--- src/rtl/dot_product_ctrl.sv ---
// Dot-product sequencer: feeds (a,b) pairs to an external 8x8->16 multiplier,
// accumulates the products and presents the sum on a valid/ready output.
module dot_product_ctrl #(
  parameter int N_MAX   = 16,
  parameter int ACC_W   = 24,
  parameter int TIMEOUT = 64,
  parameter int LEN_W   = $clog2(N_MAX + 1)
) (
  input  logic             clk,
  input  logic             rst_n,
  input  logic             go,
  input  logic [LEN_W-1:0] cfg_len,
  input  logic             in_valid,
  output logic             in_ready,
  input  logic [7:0]       in_a,
  input  logic [7:0]       in_b,
  output logic             mul_start,
  output logic [7:0]       mul_a,
  output logic [7:0]       mul_b,
  input  logic             mul_done,
  input  logic [15:0]      mul_result,
  output logic             out_valid,
  input  logic             out_ready,
  output logic [ACC_W-1:0] out_sum,
  output logic             out_ovf,
  output logic             err_timeout,
  output logic             busy
);

  localparam int WD_W  = $clog2(TIMEOUT + 1);
  localparam int SUM_W = ACC_W + 1;

  typedef enum logic [2:0] {
    S_IDLE,
    S_FETCH,
    S_MUL,
    S_GAP,
    S_DONE
  } state_t;

  state_t           state;
  logic [LEN_W-1:0] len;
  logic [LEN_W-1:0] cnt;
  logic [WD_W-1:0]  wdog;
  logic [ACC_W-1:0] acc;
  logic [SUM_W-1:0] sum_ext;
  logic [LEN_W-1:0] len_clamped;

  // One extra bit captures the carry out of the accumulator for the sticky flag.
  assign sum_ext     = {1'b0, acc} + SUM_W'(mul_result);
  assign len_clamped = (cfg_len > LEN_W'(N_MAX)) ? LEN_W'(N_MAX) : cfg_len;
  assign out_sum     = acc;

  // NOTE: every register here is updated with <= so all flops sample the
  // same pre-edge values; blocking assignments would create order-dependent
  // behaviour between the state and the registered outputs.
  always_ff @(posedge clk or negedge rst_n) begin
    if (!rst_n) begin
      state       <= S_IDLE;
      len         <= '0;
      cnt         <= '0;
      wdog        <= '0;
      acc         <= '0;
      mul_a       <= '0;
      mul_b       <= '0;
      in_ready    <= 1'b0;
      mul_start   <= 1'b0;
      out_valid   <= 1'b0;
      out_ovf     <= 1'b0;
      err_timeout <= 1'b0;
      busy        <= 1'b0;
    end else begin
      unique case (state)
        S_IDLE: begin
          if (go) begin
            len         <= len_clamped;
            acc         <= '0;
            cnt         <= '0;
            out_ovf     <= 1'b0;
            err_timeout <= 1'b0;
            busy        <= 1'b1;
            if (len_clamped != '0) begin
              state    <= S_FETCH;
              in_ready <= 1'b1;
            end else begin
              state     <= S_DONE;
              out_valid <= 1'b1;
            end
          end
        end

        S_FETCH: begin
          if (in_valid) begin
            mul_a     <= in_a;
            mul_b     <= in_b;
            in_ready  <= 1'b0;
            mul_start <= 1'b1;
            wdog      <= '0;
            state     <= S_MUL;
          end
        end

        S_MUL: begin
          wdog <= wdog + 1'b1;
          if (mul_done) begin
            acc       <= sum_ext[ACC_W-1:0];
            out_ovf   <= out_ovf | sum_ext[ACC_W];
            cnt       <= cnt + 1'b1;
            mul_start <= 1'b0;
            state     <= S_GAP;
          end else if (wdog == WD_W'(TIMEOUT - 1)) begin
            // The multiplier never answered: abort with the partial sum.
            err_timeout <= 1'b1;
            mul_start   <= 1'b0;
            out_valid   <= 1'b1;
            state       <= S_DONE;
          end
        end

        S_GAP: begin
          // Wait for a held done to clear so it is not counted twice.
          if (!mul_done) begin
            if (cnt == len) begin
              out_valid <= 1'b1;
              state     <= S_DONE;
            end else begin
              in_ready <= 1'b1;
              state    <= S_FETCH;
            end
          end
        end

        S_DONE: begin
          if (out_ready) begin
            out_valid <= 1'b0;
            busy      <= 1'b0;
            state     <= S_IDLE;
          end
        end

        default: begin
          state     <= S_IDLE;
          in_ready  <= 1'b0;
          mul_start <= 1'b0;
          out_valid <= 1'b0;
          busy      <= 1'b0;
        end
      endcase
    end
  end

endmodule
--- config.mk ---
export PLATFORM = sky130hd
export DESIGN_NAME = dot_product_ctrl
export DESIGN_NICKNAME = d
export VERILOG_FILES = /design/src/rtl/dot_product_ctrl.sv
export SDC_FILE = /design/constraint.sdc
export NUM_CORES = 1
export LEC_CHECK = 0
export ABC_AREA = 1
export BUFFER_PORTS_ARGS = -buffer_cell sky130_fd_sc_hd__buf_2
export CAP_MARGIN = 20
export CELL_PAD_IN_SITES_DETAIL_PLACEMENT = 0
export CELL_PAD_IN_SITES_GLOBAL_PLACEMENT = 1
export CORE_MARGIN = 1.5
export CORE_UTILIZATION = 42
export DETAILED_ROUTE_END_ITERATION = 7
export PLACE_DENSITY = 0.84
export SLEW_MARGIN = 20
export SYNTH_ARGS = -nofsm -noshare
export SYNTH_HDL_FRONTEND = slang
export SYNTH_SLANG_ARGS = --single-unit
--- constraint.sdc ---
create_clock -name clk -period 2.92 [get_ports clk]
set_input_delay 0.292 -clock clk [delete_from_list [all_inputs] [get_ports clk]]
set_output_delay 0.292 -clock clk [all_outputs]
set_load 0.1 [all_outputs]
==> results.json, run 1 <==
{
  "status": "finished with violations",
  "violations": "negative hold slack",
  "gp_congestion": 0.892,
  "relSlewSlack": 0.524,
  "cts_made_buffers": 9,
  "rsz0062_at_grt": "false",
  "synth.distinct_cells": 33,
  "max-cap-violations": 0,
  "vias": 3832,
  "seq_area_frac_synth": 0.414,
  "area_growth_pct": 19.3,
  "synth.avg_cell_area_um2": 7.15,
  "synth_simple_gate_area_frac": 0.336,
  "core_area_mm2": 0.00924,
  "cts_tree": "yes",
  "synth.top_cell.area_share": 0.414,
  "synth.net_count": 620,
  "ff2ff_path_depth": 9,
  "setup_violations": 0,
  "cts_hold_buf": 0,
  "dieArea_mm2": 0.0101,
  "yosysWarnings": 0,
  "cts_buffer_depth": 2,
  "clk_pin_slew_worst_paths_ps": 70,
  "worstPathArrival_ps": 2270,
  "netlist_instances": 558,
  "path_class": "reg -> reg",
  "grt-ovfl-total": 0,
  "min_period_ps": 2050,
  "vias_per_cell": 4.89,
  "drive_gt1_frac": 0.174,
  "synth_most_common_cell": "nand2_1",
  "dp_hpwl_um": 7750,
  "fillCellCount": 961,
  "insertion_delay_ps": 350,
  "path_max_fanout": 6,
  "worstMarginPinSlew_ps": 714,
  "die_w_um": 100,
  "hold_violations": 2,
  "setup_tns_ps": 0,
  "synth_top_area_cell": "dfrtp_1",
  "synth-seq-cells": 66,
  "synth_area_leaders": "dfrtp_1 41%, nand2_1 19%, nor2_1 5.7%, ha_1 5.6%, inv_1 5.4%",
  "fp-row-count": 35,
  "final_nets": 713,
  "synth_compound_area_frac": 0.0982,
  "ant_nets": 0,
  "synth_edf_count": 0,
  "synth_top_family_by_area": "simple AND/OR/NAND/NOR gates",
  "async_flop_share": 1.00,
  "htreeDepth": 3,
  "syn_area_mm2": 0.00399,
  "grt_use_total": 0.215,
  "cts_resized": 0,
  "fin_hold_ws_ps": -10.0,
  "hold_class": "in -> async",
  "min_period_over_period": 0.702,
  "synth_mux_area_frac": 0.00251,
  "final.setup_skew_ps": 14.4,
  "setup_ws_ps": 871,
  "drc": 0,
  "slew_viol_final": 0,
  "grt_pass1_wl_um": 16900,
  "pre_cts_ws_ps": 871,
  "timing.fmax_mhz": 488,
  "port_buffers": 88,
  "antenna_found_initial": 0,
  "cts_setup_buffers": 0,
  "cts.sink_count": 66,
  "pin_count": 89,
  "synthTopCellsByCount": "201 x nand2_1, 66 x dfrtp_1, 61 x nor2_1, 57 x inv_1, 37 x nand3_1",
  "worst_setup_path_start_kind": "flip-flop",
  "antenna_cells": 0,
  "synth-adder-area-share": 0.0615,
  "initial_core_util": 0.432,
  "grt_max_degree": 39,
  "drt_iter0_drc": 157,
  "drt_pass1_iterations": 4,
  "grt_pass1_vias": 3665,
  "dpl.cell_count": 769,
  "layout.cells.non_filler": 784,
  "synth-xor-area-share": 0.0198,
  "endpoint_kind": "flip-flop",
  "drt-total-wl_um": 10100,
  "ys.flop_type": "dfrtp_1",
  "wl_per_cell_um": 12.9,
  "cts_root_buf": "clkbuf_8",
  "chipHeight_um": 100,
  "cp.required_ps": 3140
}
layer usage:
layer,share of wire,track usage
met3,0.058,0.0529
met1,0.48,0.293
met5,0,0
met2,0.45,0.337
met4,0.011,0.0672
state kept, by name (all words and copies together) (netlist names), 3 cells and up:
| register | flops |
|---|---|
| out_sum | 24 |
| mul_a | 8 |
| mul_b | 8 |
| wdog | 7 |
| cnt | 5 |
| len | 5 |
| state | 3 |
critical path, cell delays in order (launching register included):
cell	delay (ps)
dfrtp_1	400
ha_1	350
nand2_1	90
nand2_1	70
nor2_1	370
o21ai_0	260
nand3_1	160
nand3_1	80
nand2_1	60
o21ai_0	90
cell usage in the layout, fill, tap and decap left out, types with 2 or more instances in the layout:
master      n
a21oi_1    31
a22o_1      3
and2_1      2
buf_2      88
clkbuf_1    2
clkbuf_8   10
clkinv_2    2
dfrtp_1    66
ha_1       18
inv_1      57
inv_2       3
nand2_1   201
nand2_4     2
nand3_1    37
nand3b_1    4
nand4_1     3
nor2_1     61
nor2_2      2
nor3_1      8
o211ai_1    2
o21ai_0    25
o21bai_1    3
o22ai_1     3
or2_2       2
xnor2_1     2
xor2_1      7
area by class of cell:
| type | count | area (µm²) | share of cell area |
|---|---|---|---|
| multi-input combinational | 424 | 2070 | 0.434 |
| inverter | 60 | 225 | 0.0473 |
| sequential | 66 | 1650 | 0.347 |
| clock inverter | 3 | 40.0 | 0.00842 |
| clock buffer | 12 | 145 | 0.0305 |
| tap | 129 | 161 | 0.0339 |
| timing repair buffer | 90 | 468 | 0.0984 |
worst paths after layout:
path / startpoint / end / slack (ps)
worst max-delay path: out_sum[2] / out_sum[13] / 870
worst min-delay path: rst_n / out_sum[13] / -10
worst max register to register: out_sum[2] / out_sum[13] / 870
worst min register to register: mul_a[3] / mul_a[3] / 470
max in group asynchronous: rst_n / wdog[2] / 2260
min in group clk: in_a[7] / mul_a[7] / 150
metrics by stage:
stage	utilization	area, µm²	hold WS [ps]
6_report	0.515	4760	-10.0
5_1_grt	0.515	4760	15.6
3_3_place_gp	0.495	4570	385
2_1_floorplan	-	3990	-3.59
3_5_place_dp	0.495	4570	388
4_1_cts	0.515	4760	11.3
logic make-up after synthesis:
| group | Yosys count |
|---|---|
| mux | 1 |
| xor+xnor | 9 |
| fa+ha+maj | 19 |
| flops | 66 |
| compound gates | 71 |
| simple gates | 324 |
| buf+inv | 68 |
Power of run 1 is left out: the tool's default activity adds up to more than one toggle a clock period on the data nets, which glitch-free logic cannot reach.
==> run 2: changes to the inputs <==
--- a/config.mk
+++ b/config.mk
@@ -11,9 +11,9 @@
 export CELL_PAD_IN_SITES_DETAIL_PLACEMENT = 0
 export CELL_PAD_IN_SITES_GLOBAL_PLACEMENT = 1
 export CORE_MARGIN = 1.5
-export CORE_UTILIZATION = 42
+export CORE_UTILIZATION = 35
 export DETAILED_ROUTE_END_ITERATION = 7
-export PLACE_DENSITY = 0.84
+export PLACE_DENSITY = 0.74
 export SLEW_MARGIN = 20
 export SYNTH_ARGS = -nofsm -noshare
 export SYNTH_HDL_FRONTEND = slang
==> constraint.sdc (replaced) <==
create_clock -name clk -period 1.6 [get_ports clk]
set_input_delay 0.16 -clock clk [delete_from_list [all_inputs] [get_ports clk]]
set_output_delay 0.16 -clock clk [all_outputs]
set_load 0.1 [all_outputs]
==> results.json, run 2 (synthesized netlist as in run 1, its figures left out) <==
{
  "pre_cts_ws_ps": -257,
  "worstPathBufferInverterCount": 1,
  "cp.required_ps": 1820,
  "r2r_end": "out_sum[2]",
  "htreeDepth": 3,
  "insertion_delay_ps": 330,
  "grt_pass1_wl_um": 19500,
  "hold_path_startpoint": "in_b[4]",
  "wl_per_cell_um": 13.7,
  "path_cells": "ha_4, fa_2, buf_4, or2_2, a32o_1",
  "antenna_cells": 0,
  "area_growth_pct": 58.0,
  "layout_common_cells": "165 x nand2_1, 88 x buf_2, 72 x buf_4, 49 x inv_1, 45 x dfrtp_1",
  "antenna_found_initial": 0,
  "gp_congestion": 0.902,
  "ff2ff_path_depth": 5,
  "cts_root_buf": "clkbuf_16",
  "cts.sink_count": 66,
  "setup_ws_ps": -214,
  "dp_hpwl_um": 8990,
  "vias": 4224,
  "hold_violations": 0,
  "final_area_mm2": 0.00630,
  "drt-total-wl_um": 12000,
  "clk_pin_slew_worst_paths_ps": 60,
  "cts_tree": "yes",
  "timing.fmax_mhz": 551,
  "rsz0062_at_grt": "true",
  "vias_per_cell": 4.82,
  "worstMarginPinSlew_ps": 502,
  "grt_use_total": 0.212,
  "endpoint_kind": "flip-flop",
  "grt_max_degree": 36,
  "initial_core_util": 0.363,
  "grt_pass1_vias": 4064,
  "drt_pass1_iterations": 4,
  "slew_viol_final": 0,
  "drc": 0,
  "final.setup_skew_ps": 5.98,
  "layout_commonest_cell": "nand2_1",
  "cts_made_buffers": 9,
  "dieArea_mm2": 0.0120,
  "violations": "negative setup slack",
  "path_max_fanout": 2,
  "grt-ovfl-total": 0,
  "worstPathArrival_ps": 2030,
  "max-cap-violations": 0,
  "whs_path_depth": 3,
  "relSlewSlack": 0.668,
  "min_delay_worst_endpoint": "mul_b[4]",
  "final_nets": 793,
  "cts_buffer_depth": 2,
  "r2r_start": "out_sum[0]",
  "pin_count": 89,
  "setup_tns_ps": -3110,
  "worst_setup_path_start_kind": "flip-flop",
  "drt_iter0_drc": 182,
  "fp-row-count": 38,
  "setup_violations": 23,
  "critical_path.max_stage_delay_ps": 480,
  "core_area_mm2": 0.0110,
  "ant_nets": 0,
  "largest_reg_flops": 24,
  "placed_area_mm2": 0.00548,
  "min_period_over_period": 1.13,
  "chipHeight_um": 110,
  "hold_class": "in -> reg",
  "r2r_setup_slack_ps": -210,
  "drive_gt1_frac": 0.462,
  "status": "finished with violations",
  "crit_family": "adder cells",
  "min_period_ps": 1810,
  "die_w_um": 110,
  "fin_util": 0.574,
  "worst_path_max_delay_cell": "dfrtp_4",
  "path_class": "reg -> reg",
  "port_buffers": 88
}
## run 2: changes by cell type in the layout (fill, tap and decap cells not counted), sizes merged
| cell | delta |
|---|---|
| clkbuf | -1 |
| buf | +79 |
| clkinvlp | +2 |
| dlygate4sd3 | +1 |
## run 2: how the worst max path moves through the flow
stage                     startpoint          end  slack [ps]  depth (start not counted)
after floorplan           out_sum[0]  out_sum[20]        -350                         12
after global placement    out_sum[0]  out_sum[20]        -230                         12
after detailed placement  out_sum[0]  out_sum[20]        -260                         12
after CTS                 out_sum[0]  out_sum[20]        -220                         12
after global routing      out_sum[0]  out_sum[12]        -310                         11
final                     out_sum[0]   out_sum[2]        -210                          5
## run 2: stage by stage
stage	instances	hold slack, ps
global route	876	36.7
global placement	847	69.3
CTS	869	17.1
finish	876	27.3
detailed placement	847	70.1
floorplan	558	-136
## run 2: timing repair
action / in CTS / in global routing
endpoints found under the setup margin: 26 / 38
resized for setup: 64 / 57
buffers inserted: 5 / 7
hold endpoints to repair: 8 / 0
pin swaps: 42 / 30
hold buffers: 1 / 0
## run 2: metal layers
metal | track usage | wire [µm] | part of all wire | vias up
met5 | 0 | 0 | 0 | -
met4 | 0.0594 | 91 | 0.0076 | 0
met3 | 0.0533 | 508 | 0.042 | 6
met2 | 0.347 | 5810 | 0.48 | 85
met1 | 0.276 | 5620 | 0.47 | 1998
li1 | - | - | - | 2135
## run 2: layout make-up
| type | count | area (µm²) |
|---|---|---|
| fill | 1016 | 4680 |
| sequential | 66 | 1720 |
| inverter | 60 | 228 |
| timing repair buffer | 170 | 1110 |
| clock buffer | 11 | 243 |
| tap | 140 | 175 |
| clock inverter | 5 | 55.1 |
| multi-input combinational | 424 | 2770 |
## run 2: tightest hold or removal path, cell delays in order
cell and delay (ps):
buf_2 70, nand2_1 40, nand2_1 50
Power of run 2 is left out for the same reason.
==> run 3: changes to the inputs <==
==> constraint.sdc (replaced) <==
create_clock -name clk -period 1.6 [get_ports clk]
set_input_delay 0.24 -clock clk [delete_from_list [all_inputs] [get_ports clk]]
set_output_delay 0.24 -clock clk [all_outputs]
set_load 0.1 [all_outputs]
==> results.json, run 3 (synthesized netlist as in run 1, its figures left out) <==
{
  "path_class": "reg -> reg",
  "die_w_um": 110,
  "rsz0062_at_grt": "true",
  "drt-total-wl_um": 11800,
  "max-cap-violations": 0,
  "htreeDepth": 3,
  "layout_common_cells": "158 x nand2_1, 88 x buf_2, 77 x buf_4, 47 x inv_1, 44 x dfrtp_1",
  "dp_hpwl_um": 8810,
  "worstMarginPinSlew_ps": 501,
  "min_delay_worst_endpoint": "mul_a[2]",
  "drt_iter0_drc": 164,
  "vias_per_cell": 4.79,
  "r2r_setup_slack_ps": -240,
  "gp_congestion": 0.876,
  "drc": 0,
  "slew_viol_final": 0,
  "min_period_ps": 1840,
  "core_area_mm2": 0.0110,
  "status": "finished with violations",
  "register_area_mm2": 0.00172,
  "vias": 4203,
  "final.setup_skew_ps": 5.67,
  "ff2ff_path_depth": 12,
  "layout_commonest_cell": "nand2_1",
  "violations": "negative setup slack",
  "multiInputGateArea_mm2": 0.00284,
  "grt_max_degree": 30,
  "hold_class": "in -> reg",
  "path_cells": "ha_4, fa_2, nand2_2, nand3_2, nand3_2, nand2_4, nand2_4, nand3_4, nand2_2, nand2_1, nand2_1, nor2_1",
  "placed_area_mm2": 0.00547,
  "port_buffers": 88,
  "largest_reg_flops": 24,
  "wl_per_cell_um": 13.4,
  "hold_violations": 0,
  "critical_path.max_stage_delay_ps": 490,
  "r2r_start": "out_sum[0]",
  "cts_tree": "yes",
  "drt_pass1_iterations": 5,
  "whs_path_depth": 3,
  "hold_path_startpoint": "in_a[2]",
  "area_growth_pct": 59.3,
  "worstPathBufferInverterCount": 0,
  "grt_use_total": 0.210,
  "cts.sink_count": 66,
  "final_area_mm2": 0.00635,
  "fin_util": 0.578,
  "cp.required_ps": 1820,
  "antenna_cells": 0,
  "clk_pin_slew_worst_paths_ps": 50,
  "pre_cts_ws_ps": -244,
  "initial_core_util": 0.363,
  "antenna_found_initial": 0,
  "cts_root_buf": "clkbuf_16",
  "dieArea_mm2": 0.0120,
  "grt_pass1_vias": 4140,
  "grt-ovfl-total": 0,
  "relSlewSlack": 0.668,
  "cts_made_buffers": 9,
  "r2r_end": "out_sum[20]",
  "crit_family": "simple AND/OR/NAND/NOR gates",
  "setup_ws_ps": -243,
  "pin_count": 89,
  "drive_gt1_frac": 0.488,
  "grt_pass1_wl_um": 19400,
  "fp-row-count": 38,
  "fillCellCount": 1015,
  "endpoint_kind": "flip-flop",
  "setup_tns_ps": -2900,
  "worstPathArrival_ps": 2070,
  "worst_path_max_delay_cell": "dfrtp_4",
  "cts_buffer_depth": 2,
  "min_period_over_period": 1.15,
  "ant_nets": 0,
  "insertion_delay_ps": 330,
  "setup_violations": 21,
  "chipHeight_um": 110,
  "worst_setup_path_start_kind": "flip-flop",
  "timing.fmax_mhz": 543,
  "path_max_fanout": 5,
  "final_nets": 796
}
-- run 3: cell types whose count changed in the layout (fill, tap and decap cells not counted), moves of 2 or more --
| cell | previous run | this run |
|---|---|---|
| nand2_2 | 24 | 33 |
| nand2_1 | 165 | 158 |
| a21oi_1 | 16 | 10 |
| a21oi_2 | 13 | 19 |
| buf_4 | 72 | 77 |
| inv_2 | 10 | 13 |
| nand2_4 | 15 | 12 |
| nand3_1 | 20 | 17 |
| nand3_2 | 14 | 17 |
| buf_6 | 7 | 5 |
| inv_1 | 49 | 47 |
| o21ai_1 | 11 | 13 |
| o21ai_2 | 2 | 0 |
-- run 3: area by class of cell --
cell class,count,share of cell area
Tap cell,140,0.0276
Inverter,60,0.0355
Sequential cell,66,0.271
Timing Repair Buffer,173,0.177
Multi-Input combinational cell,424,0.448
Clock buffer,12,0.0388
Clock inverter,3,0.00276
-- run 3: what timing repair did --
action / 4_1_cts / 5_1_grt
hold buffers: 1 / 0
gates resized for setup: 58 / 80
endpoints found under the setup margin: 25 / 40
setup buffers: 7 / 9
pin swaps: 36 / 41
endpoints found under the hold margin: 8 / 0
-- run 3: worst register-to-register path, cell delays in order, from the launching register on --
cell	delay (ps)
dfrtp_4	490
ha_4	170
fa_2	360
nand2_2	90
nand3_2	80
nand3_2	100
nand2_4	80
nand2_4	80
nand3_4	80
nand2_2	70
nand2_1	40
nand2_1	50
nor2_1	40
-- run 3: per-layer routing --
layer  vias up  track usage  wire (µm)
li1       2134            -          -
met2        91        0.343       5490
met3        15       0.0551        544
met4         0       0.0640        202
met5         -            0          0
met1      1963        0.272       5550
-- run 3: worst max-delay path by stage --
| stage | end | slack (ps) | startpoint | cells past startpoint |
|---|---|---|---|---|
| floorplan | out_sum[20] | -350 | out_sum[0] | 12 |
| global placement | out_sum[20] | -230 | out_sum[0] | 12 |
| detailed placement | out_sum[20] | -240 | out_sum[0] | 12 |
| CTS | out_sum[20] | -230 | out_sum[0] | 12 |
| global route | out_sum[20] | -330 | out_sum[0] | 12 |
| finish | out_sum[20] | -240 | out_sum[0] | 12 |
-- run 3: metrics by stage --
stage / hold WS [ps] / instances
final: 102 / 878
after global routing: 110 / 878
after CTS: 91.7 / 869
after detailed placement: 148 / 846
after global placement: 147 / 846
after floorplan: -55.6 / 558
Power of run 3 is left out for the same reason.
